[config.mk]
export PLATFORM = sky130hd
export DESIGN_NAME = pms_stage
export DESIGN_NICKNAME = d
export VERILOG_FILES = /design/src/rtl/pms_stage.sv
export SDC_FILE = /design/constraint.sdc
export NUM_CORES = 1
export LEC_CHECK = 0
export ABC_AREA = 1
export CELL_PAD_IN_SITES_DETAIL_PLACEMENT = 1
export CELL_PAD_IN_SITES_GLOBAL_PLACEMENT = 1
export CORE_AREA = 8 8 231 233
export CTS_BUF_LIST = sky130_fd_sc_hd__clkbuf_4
export DETAILED_ROUTE_END_ITERATION = 8
export DIE_AREA = 0 0 239 241
export PLACE_DENSITY = 0.67
export SYNTH_ARGS = -nofsm -noshare
export SYNTH_HDL_FRONTEND = slang
export SYNTH_SLANG_ARGS = --single-unit
[constraint.sdc]
create_clock -name clk -period 19.1 [get_ports clk]
set_clock_uncertainty 0.05 [all_clocks]
set_input_delay 4.775 -clock clk [delete_from_list [all_inputs] [get_ports clk]]
set_output_delay 4.775 -clock clk [all_outputs]
set_load 0.1 [all_outputs]
[src/rtl/pms_stage.sv]
// Pre-memory stage: issues up to two data-cache requests (one per instruction slot) and
// holds the instruction bundle until each memory op has been accepted by the cache.
module pms_stage #(
   parameter int ES_TO_PMS_BUS_WD = 233,
   parameter int PMS_TO_MS_BUS_WD = 227
) (
   input  logic                        clk,
   input  logic                        reset,
   input  logic                        ms_allowin,
   output logic                        pms_allowin,
   input  logic                        es_to_pms_valid,
   input  logic [ES_TO_PMS_BUS_WD-1:0] es_to_pms_bus,
   output logic                        pms_to_ms_valid,
   output logic [PMS_TO_MS_BUS_WD-1:0] pms_to_ms_bus,
   output logic                        data_cache_req_01,
   output logic                        data_cache_wr_01,
   output logic [1:0]                  data_cache_size_01,
   output logic [31:0]                 data_cache_addr_01,
   output logic [3:0]                  data_cache_wstrb_01,
   output logic [31:0]                 data_cache_wdata_01,
   input  logic                        data_cache_addr_ok_01,
   output logic                        data_cache_req_02,
   output logic                        data_cache_wr_02,
   output logic [1:0]                  data_cache_size_02,
   output logic [31:0]                 data_cache_addr_02,
   output logic [3:0]                  data_cache_wstrb_02,
   output logic [31:0]                 data_cache_wdata_02,
   input  logic                        data_cache_addr_ok_02
);

   localparam int IW = 116;

   logic                        pms_valid_q, pms_valid_d;
   logic [ES_TO_PMS_BUS_WD-1:0] bus_q, bus_d;
   logic [1:0]                  sent_q, sent_d;
   logic [1:0]                  memop, req, done, addr_ok, we;
   logic [1:0][1:0]             size;
   logic [1:0][31:0]            addr, wdata;
   logic [1:0][3:0]             wstrb;
   logic                        pms_ready_go, load;

   assign addr_ok = {data_cache_addr_ok_02, data_cache_addr_ok_01};

   for (genvar g = 0; g < 2; g++) begin : g_ch
      logic [4:0]  st;
      logic [31:0] rt, alu;
      logic [1:0]  off;
      logic        byte_op, half_op, unaligned;
      logic [3:0]  strb;
      logic [31:0] wd;

      assign st        = bus_q[g*IW+108 -: 5];
      assign rt        = bus_q[g*IW+95 -: 32];
      assign alu       = bus_q[g*IW+63 -: 32];
      assign off       = alu[1:0];
      assign we[g]     = bus_q[g*IW+102];
      assign byte_op   = bus_q[g*IW+115] | bus_q[g*IW+114] | st[4];
      assign half_op   = bus_q[g*IW+113] | bus_q[g*IW+112] | st[3];
      assign unaligned = bus_q[g*IW+110] | bus_q[g*IW+109] | st[1] | st[0];

      // Slot 2 only exists when its valid bit is set.
      assign memop[g] = (bus_q[g*IW+103] | we[g]) & ((g == 0) ? 1'b1 : bus_q[2*IW]);
      assign req[g]   = pms_valid_q & memop[g] & ~sent_q[g];
      assign done[g]  = ~memop[g] | sent_q[g] | addr_ok[g];
      assign sent_d[g] = load ? 1'b0 : ((req[g] & addr_ok[g]) ? 1'b1 : sent_q[g]);

      assign size[g] = byte_op ? 2'd0 : (half_op ? 2'd1 : 2'd2);
      assign addr[g] = unaligned ? {alu[31:2], 2'b00} : alu;

      always_comb begin
         strb = 4'b0000;
         wd   = rt;
         if (st[4]) begin
            strb = 4'b0001 << off;
            wd   = {4{rt[7:0]}};
         end else if (st[3]) begin
            strb = off[1] ? 4'b1100 : 4'b0011;
            wd   = {2{rt[15:0]}};
         end else if (st[2]) begin
            strb = 4'b1111;
         end else if (st[1]) begin
            strb = 4'b1111 >> (2'd3 - off);
            wd   = rt >> {2'd3 - off, 3'b000};
         end else if (st[0]) begin
            strb = 4'b1111 << off;
            wd   = rt << {off, 3'b000};
         end
      end

      assign wstrb[g] = we[g] ? strb : 4'b0000;
      assign wdata[g] = wd;
   end

   assign pms_ready_go    = &done;
   assign pms_allowin     = ~pms_valid_q | (pms_ready_go & ms_allowin);
   assign pms_to_ms_valid = pms_valid_q & pms_ready_go;
   assign load            = es_to_pms_valid & pms_allowin;

   always_comb begin
      pms_valid_d = pms_valid_q;
      if (pms_allowin) pms_valid_d = es_to_pms_valid;
      bus_d = load ? es_to_pms_bus : bus_q;
   end

   always_ff @(posedge clk) begin
      if (reset) begin
         pms_valid_q <= 1'b0;
         sent_q      <= 2'b00;
      end else begin
         pms_valid_q <= pms_valid_d;
         sent_q      <= sent_d;
      end
   end

   // Payload needs no reset: it is only observed while pms_valid_q is set.
   always_ff @(posedge clk) bus_q <= bus_d;

   assign pms_to_ms_bus = {bus_q[2*IW],
                           bus_q[IW+115 -: 7], bus_q[IW+33 -: 2], bus_q[IW+103:IW],
                           bus_q[115 -: 7],    bus_q[33 -: 2],    bus_q[103:0]};

   assign data_cache_req_01   = req[0];
   assign data_cache_wr_01    = we[0];
   assign data_cache_size_01  = size[0];
   assign data_cache_addr_01  = addr[0];
   assign data_cache_wstrb_01 = wstrb[0];
   assign data_cache_wdata_01 = wdata[0];
   assign data_cache_req_02   = req[1];
   assign data_cache_wr_02    = we[1];
   assign data_cache_size_02  = size[1];
   assign data_cache_addr_02  = addr[1];
   assign data_cache_wstrb_02 = wstrb[1];
   assign data_cache_wdata_02 = wdata[1];

endmodule

# ---- Word level (Yosys, flattened, before mapping)
# Index checks and enable logic that the tools add are counted.
dict set report op_classes {
  n_addsub 2
  n_mul 0
  div 0
  n_lt_le_gt_ge 0
  n_eq_ne 0
  shift 10
  n_mux 30
  bitwise_logic 36
  reduce_logical 2
}
# op count
set ops {}
lappend ops {{two-way mux 32 bit} 10}
lappend ops {{left shift 32 x 5 -> 32 bit} 2}
lappend ops {{right shift 32 x 5 -> 32 bit} 2}
lappend ops {{two-way mux 4 bit} 14}
lappend ops {{OR 1 bit} 21}
lappend ops {{two-way mux 2 bit} 6}
lappend ops {{bitwise AND 1 bit} 10}
lappend ops {{left shift 1 x 2 -> 4 bit (first input constant)} 2}
lappend ops {{left shift 4 x 2 -> 4 bit (first input constant)} 2}
lappend ops {{right shift 4 x 2 -> 4 bit (first input constant)} 2}
lappend ops {{NOT 1 bit} 5}
lappend ops {{subtractor 2 bit (first input constant)} 2}
lappend ops {{AND reduction 2 bit} 1}
lappend ops {{OR reduction 2 bit} 1}
dict set report word_totals {
  register_bits 236
  latchBits 0
  mem_bits_rw 0
  romBits 0
  inputBits 239
  output_inout_bits 373
  wordCells 84
  n_memories 0
}

# ---- Longest topological paths before layout
# Gate-level depths: netlist (run 1).
dict set report depth {
  word_depth 10
  mapped_depth 10
  mapped_depth_nobuf 9
}

# ---- Worst setup path before layout (run 1)
# Ideal clock, no wire load.
dict set report synth_timing {
  kind {input to output}
  startpoint {input port data_cache_addr_ok_02}
  endpoint {output port pms_to_ms_valid}
  arrival_time_ns 6.192
  required_time_ns 14.275
  setup_slack_ns 8.083
  stages 4
  n_path_buf 0
  cell_sequence {inv_1 nand4_1 nand2_1 nor2_1}
}
dict set report synth_via {
  elab_chain_len 3
}
# element line
set synth_rtl {}
lappend synth_rtl {{from (decl)} 28} ;# input logic data_cache_addr_ok_02
lappend synth_rtl {{OR 1 bit} 64} ;# assign done[g] = ~memop[g] | sent_q[g] | addr_ok[g];
lappend synth_rtl {{AND reduction 2 bit} 94} ;# assign pms_ready_go = &done;
lappend synth_rtl {{bitwise AND 1 bit} 96} ;# assign pms_to_ms_valid = pms_valid_q & pms_ready_go;
lappend synth_rtl {{to (decl)} 13} ;# output logic pms_to_ms_valid,
# No other way between the ends.

# ---- Final worst setup path (run 1)
dict set report layout_timing {
  startpoint {input port data_cache_addr_ok_02}
  endpoint {output port pms_allowin}
}
dict set report layout_via {
  elab_chain_len 4
}
# element line
set layout_rtl {}
lappend layout_rtl {{OR 1 bit} 64}
lappend layout_rtl {{AND reduction 2 bit} 94}
lappend layout_rtl {{bitwise AND 1 bit} 95} ;# assign pms_allowin = ~pms_valid_q | (pms_ready_go & ms_allowin);
lappend layout_rtl {{OR 1 bit} 95}
lappend layout_rtl {{to (decl)} 10} ;# output logic pms_allowin,
# No other way between the ends.

==> flow_summary.ini, run 1 <==
[synth]
synthMuxAreaShare_pct = 0
synthesis.nets = 1527
synth_cell_types = 39
yosys_warnings = 0
yosysTopAreaCellShare_pct = 55.0
synthSimpleGateAreaFrac_pct = 17.8
synth_flop_cell = edfxtp_1
synth.avg_cell_area_sq_um = 9.88
synth_top_family_by_area = buffers and inverters
synth_seq_area_share_pct = 55.4
yosys.area.top_type = edfxtp_1
syn_area_sq_mm = 0.0127
ys_ff_latch = 236
synthAdderAreaFrac_pct = 0
synth_xor_area_share_pct = 0
synth_area_leaders = edfxtp_1 (55%), buf_4 (17%), nand2_1 (11%), nand3_1 (3.1%), o21ai_0 (2.0%)
synth.most_common_cell = nand2_1
synth_compound_area_share_pct = 6.08
yosys-top-cells-count = nand2_1 (379), buf_4 (291), edfxtp_1 (233), nand3_1 (79), inv_1 (53)
async_flop_share_pct = 0
synth_edf_count = 233
postSynthCellCount = 1288

[setup_path]
path_buf_inv = 3
endpoint_kind = output pin
path_max_fanout = 3
worst_ep_required_time_ns = 14.28
crit-reg2reg-launch = bus_q[102]$_DFFE_PP_
cp_cell_sequence = clkdlybuf4s50_1 > inv_1 > nand4_1 > nand3_1 > nand2_1 > clkdlybuf4s50_1
path_common_cell = clkdlybuf4s50_1
critPathLaunch = data_cache_addr_ok_02
worstSetupPathType = in -> out
crit_family = buffers and inverters
cp.arrival_ns = 6.75
worstSetupStartpointType = input pin
cp_slowest_stage_delay_ns = 1.16
slowest_stage = clkdlybuf4s50_1

[power_and_ir_drop]
intPower_mw = 1.01
swShare_pct = 43.4
ir_drop_uv = 78.1
pwr-share-clk_pct = 27.4
p_comb_share_pct = 36.6
power_leakage_nw = 7.03
p_seq_share_pct = 36.0
power_mw = 1.78
p_sw_mw = 0.772
powerDensity_mw_per_mm2 = 97.6

[cts]
cts_resized = 0
cts_root_buf = clkbuf_4
cts_sinks = 236
clk_pin_slew_ns = 0.06
cts_tree = done
cts_setup_buffers = 0
max-clock-path-buffers = 3
htreeDepth = 3
holdBufCountCts = 0
insertion_delay_ns = 0.76
cts_buffers = 71

[sta]
setup_tns_ns = 0
finalCritPeriodShare_pct = 60.6
worst_slack_ns = 7.53
fin_crit_ns = 11.57
worstMarginPinSlew_ns = 1.15
finalHoldViolCount = 0
setup-violations-final = 0
slew_violations = 0
rsz0062_at_grt = no
slew_headroom_pct = 23.3
max_freq_mhz = 86.4

[floorplan]
die_area_sq_mm = 0.0576
rows = 82
io_pins = 612
fp.dieH_microns = 241
initial_core_util_pct = 25.6
die_x_microns = 239
core_area_sq_mm = 0.0497

[routing]
antenna_left = 0
num_vias = 10500
vias_per_cell = 4.42
wirelength_mm = 54.3
drt-pass1-iter-count = 5
drt-initial-drc-count = 435
wl_per_cell_microns = 22.8
remaining_drc_errors = 0

[place]
io_buffers = 611
gp_congestion = 0.854
dp_worst_setup_slack_ns = 7.52
dpl.hpwl_mm = 42.6
place_area_sq_mm = 0.0173

[layout]
syn2layout_area_growth_pct = 43.1
drive_above_1_share_pct = 9.34
stdcell_area_sq_mm = 0.0182
nets = 1897

[global_routing]
grt_pass1_vias = 11200
grt_pass1_wl_mm = 75.5
antenna_found_initial = 11
use_met2_pct = 31.1
met1_usage_pct = 18.1
grt.busiest_layer = met2
use_met3_pct = 8.16
gr-total-overflow = 0
track_usage_pct = 17.8
grt_max_degree = 107

[status]
outcome = finished, final reports clean

[min_path]
hold_start = sent_q[1]$_SDFFE_PP0P_
hp-class = reg -> reg

[job]
maxCapViolCount = 0
## sequential cells by signal (all words and copies together), names as in the netlist
signal       cells
bus_q          233
sent_q           2
pms_valid_q      1
## power by group through the flow
stage                     clock network (mW)  logic (mW)  registers (mW)
after floorplan                            0       0.514           0.644
after global placement                     0       0.650           0.649
after detailed placement                   0       0.654           0.651
after CTS                              0.516       0.656           0.640
after global routing                   0.537       0.671           0.643
final                                  0.487       0.651           0.640
## layer usage
| layer | wire length (microns) | vias to the layer above | part of all wire (%) |
|---|---|---|---|
| met2 | 27100 | 505 | 50 |
| met1 | 19400 | 5062 | 36 |
| met3 | 5500 | 123 | 10 |
| met4 | 2230 | 10 | 4.1 |
| met5 | 63 | - | 0.12 |
| li1 | - | 4813 | - |
## stage by stage
| step | cells | utilization (%) | hold WS [ns] |
|---|---|---|---|
| CTS | 2375 | 36.7 | 0.459 |
| floorplan | 1288 | - | 0.402 |
| finish | 2380 | 36.7 | 0.455 |
| global placement | 2257 | 34.9 | 0.423 |
| detailed placement | 2257 | 34.9 | 0.442 |
| global route | 2377 | 36.7 | 0.487 |
## final cells by class
class | count | area (sq um)
Multi-Input combinational cell | 668 | 3030
Tap cell | 672 | 841
Fill cell | 5690 | 31400
Antenna cell | 5 | 12.5
Sequential cell | 236 | 7060
Inverter | 65 | 256
Timing Repair Buffer | 616 | 6150
Clock inverter | 17 | 110
Clock buffer | 101 | 758
## worst reg2reg max path: cells and delay by family (launching register included)
kind / cells / cell delay, ns
buffers and inverters: 3 / 1.66
DFF: 1 / 0.50
and+or+nand+nor: 5 / 0.73
## path summary, 6_finish.rpt
kind,to,slack (ns),cells past startpoint
setup / recovery,pms_allowin,7.53,6
hold / removal,sent_q[1]$_SDFFE_PP0P_,0.46,2
setup reg to reg,bus_q[151]$_DFFE_PP_,15.75,8
hold reg to reg,sent_q[1]$_SDFFE_PP0P_,0.46,2
## cells by family (layout without fill, tap and decap cells)
logic type,after synthesis,count (layout)
AOI/OAI and AO/OA,132,132
buffers and inverters,384,799
DFF,236,236
other,0,5
and+or+nand+nor,536,536
## layout by cell type (no fill, tap or decap), drive strengths merged
cell type,instances
nand3b,1
buf,8
nand4,8
clkbuf,101
diode,5
a21oi,24
a31oi,3
nand2,389
nor4,2
nor2,42
and2,7
o31ai,1
o22ai,10
nand3,79
a211oi,1
edfxtp,233
o21ai,70
dfxtp,3
nor3,4
or2,4
clkinv,15
clkdlybuf4s50,608
o211ai,14
a21o,2
a21boi,7
inv,67
Note: power is estimated with default switching activity, not from simulation.
==> inputs of run 2 (changes only) <==
==> constraint.sdc (replaced) <==
create_clock -name clk -period 11.5 [get_ports clk]
set_clock_uncertainty 0.05 [all_clocks]
set_input_delay 2.875 -clock clk [delete_from_list [all_inputs] [get_ports clk]]
set_output_delay 2.875 -clock clk [all_outputs]
set_load 0.1 [all_outputs]
==> flow_summary.ini, run 2 (synthesis results as in run 1) <==
[status]
outcome = finished, final reports clean

[global_routing]
gr-total-overflow = 0
grt_max_degree = 107
grt_pass1_wl_mm = 76.3
grt_pass1_vias = 11400
antenna_found_initial = 13
track_usage_pct = 17.9

[routing]
drt-pass1-iter-count = 5
antenna_left = 0
wl_per_cell_microns = 22.8
num_vias = 10500
remaining_drc_errors = 0
wirelength_mm = 54.3
drt-initial-drc-count = 460
vias_per_cell = 4.42

[floorplan]
io_pins = 612
rows = 82
core_area_sq_mm = 0.0497
fp.dieH_microns = 241
initial_core_util_pct = 25.6
die_area_sq_mm = 0.0576
die_x_microns = 239

[cts]
cts_sinks = 236
cts_resized = 0
htreeDepth = 3
max-clock-path-buffers = 3
cts_root_buf = clkbuf_4
cts_buffers = 72
cts_tree = done
insertion_delay_ns = 0.80
cts_setup_buffers = 0
clk_pin_slew_ns = 0.06
holdBufCountCts = 0

[sta]
rsz0062_at_grt = no
fin_crit_ns = 7.84
slew_headroom_pct = 21.5
finalHoldViolCount = 0
worst_slack_ns = 3.66
hold_slack_ns = 0.493
worstMarginPinSlew_ns = 1.17
setup_tns_ns = 0
setup-violations-final = 0
finalCritPeriodShare_pct = 68.1
slew_violations = 0
max_freq_mhz = 128

[layout]
fillers = 5686
final_common_cell = clkdlybuf4s50_1
largest_reg_flops = 233
drive_above_1_share_pct = 9.50
nets = 1897
syn2layout_area_growth_pct = 43.2
regMostFlops = bus_q
reg.largest.list = bus_q: 233 flops, sent_q: 2 flops, pms_valid_q: 1 flops
final_cell_mix = clkdlybuf4s50_1 (607), nand2_1 (379), edfxtp_1 (233)

[setup_path]
path_max_fanout = 3
worstSetupStartpointType = input pin
endpoint_kind = output pin
reg2regPathDepth = 8
worstSetupPathType = in -> out
worst_ep_required_time_ns = 8.58
cp.arrival_ns = 4.91
r2r_slack_ns = 8.22
timing.rr.end = bus_q[52]$_DFFE_PP_
critPathLaunch = data_cache_addr_ok_02
crit-reg2reg-launch = bus_q[102]$_DFFE_PP_

[power_and_ir_drop]
power_leakage_nw = 7.03
ir_drop_uv = 101
power_mw = 2.97
powerDensity_mw_per_mm2 = 163

[place]
io_buffers = 611
dp_worst_setup_slack_ns = 3.67
dpl.hpwl_mm = 42.9
gp_congestion = 0.866

[job]
maxCapViolCount = 0

[min_path]
hp-class = reg -> reg
hold_path_end = sent_q[0]$_SDFFE_PP0P_
hold_path_depth = 2
hold_start = sent_q[0]$_SDFFE_PP0P_
[run 2: cell types whose count changed in the layout (fill, tap and decap cells not counted), sizes merged]
cell | previous run | this run
clkinv | 15 | 11
clkbuf | 101 | 104
diode | 5 | 8
clkinvlp | 0 | 2
inv | 67 | 69
clkdlybuf4s50 | 608 | 607
[run 2: how the worst max path moves through the flow]
stage	slack [ns]	cells past startpoint	endpoint
after floorplan	2.45	5	bus_q[0]$_DFFE_PP_
after global placement	3.71	6	pms_allowin
after detailed placement	3.67	6	pms_allowin
after CTS	3.67	6	pms_allowin
after global routing	3.45	6	data_cache_wdata_01[1]
final	3.66	6	pms_allowin
[run 2: per-layer routing]
layer	vias to the layer above	global-route usage, %	part of all wire [%]
li1	4814	-	-
met1	5097	18.2	35
met2	513	31.6	51
met3	111	8.27	11
met4	14	7.38	3.7
met5	-	0	0.16
[run 2: area by class of cell]
| cell class | instances | area (sq um) | share of cell area (%) |
|---|---|---|---|
| diodes | 8 | 20.0 | 0.110 |
| clock buffers | 104 | 781 | 4.28 |
| clock inverters | 17 | 103 | 0.563 |
| inverters | 65 | 256 | 1.41 |
| multi-input cells | 668 | 3030 | 16.6 |
| flip-flops and latches | 236 | 7060 | 38.7 |
| well taps | 672 | 841 | 4.61 |
| repair buffers | 615 | 6140 | 33.7 |
[run 2: critical path, cell delays in order]
cell and delay [ns]:
clkdlybuf4s50_1 0.49, inv_1 0.06, nand4_1 0.11, nand3_1 0.09
nand2_1 0.12, clkdlybuf4s50_1 1.16
[run 2: where the power goes]
| group | internal, mW | switching (mW) |
|---|---|---|
| sequential | 1.01 | 0.0489 |
| clock | 0.419 | 0.404 |
| combinational | 0.248 | 0.833 |
| total | 1.68 | 1.29 |
[run 2: per-stage QoR]
step                      utilization [%]  instance area [sq um]  std cells
after detailed placement             34.9                  17300       2256
after global routing                 36.7                  18200       2383
final                                36.7                  18200       2385
after CTS                            36.7                  18200       2377
after global placement               34.9                  17300       2256
after floorplan                         -                  12700       1288
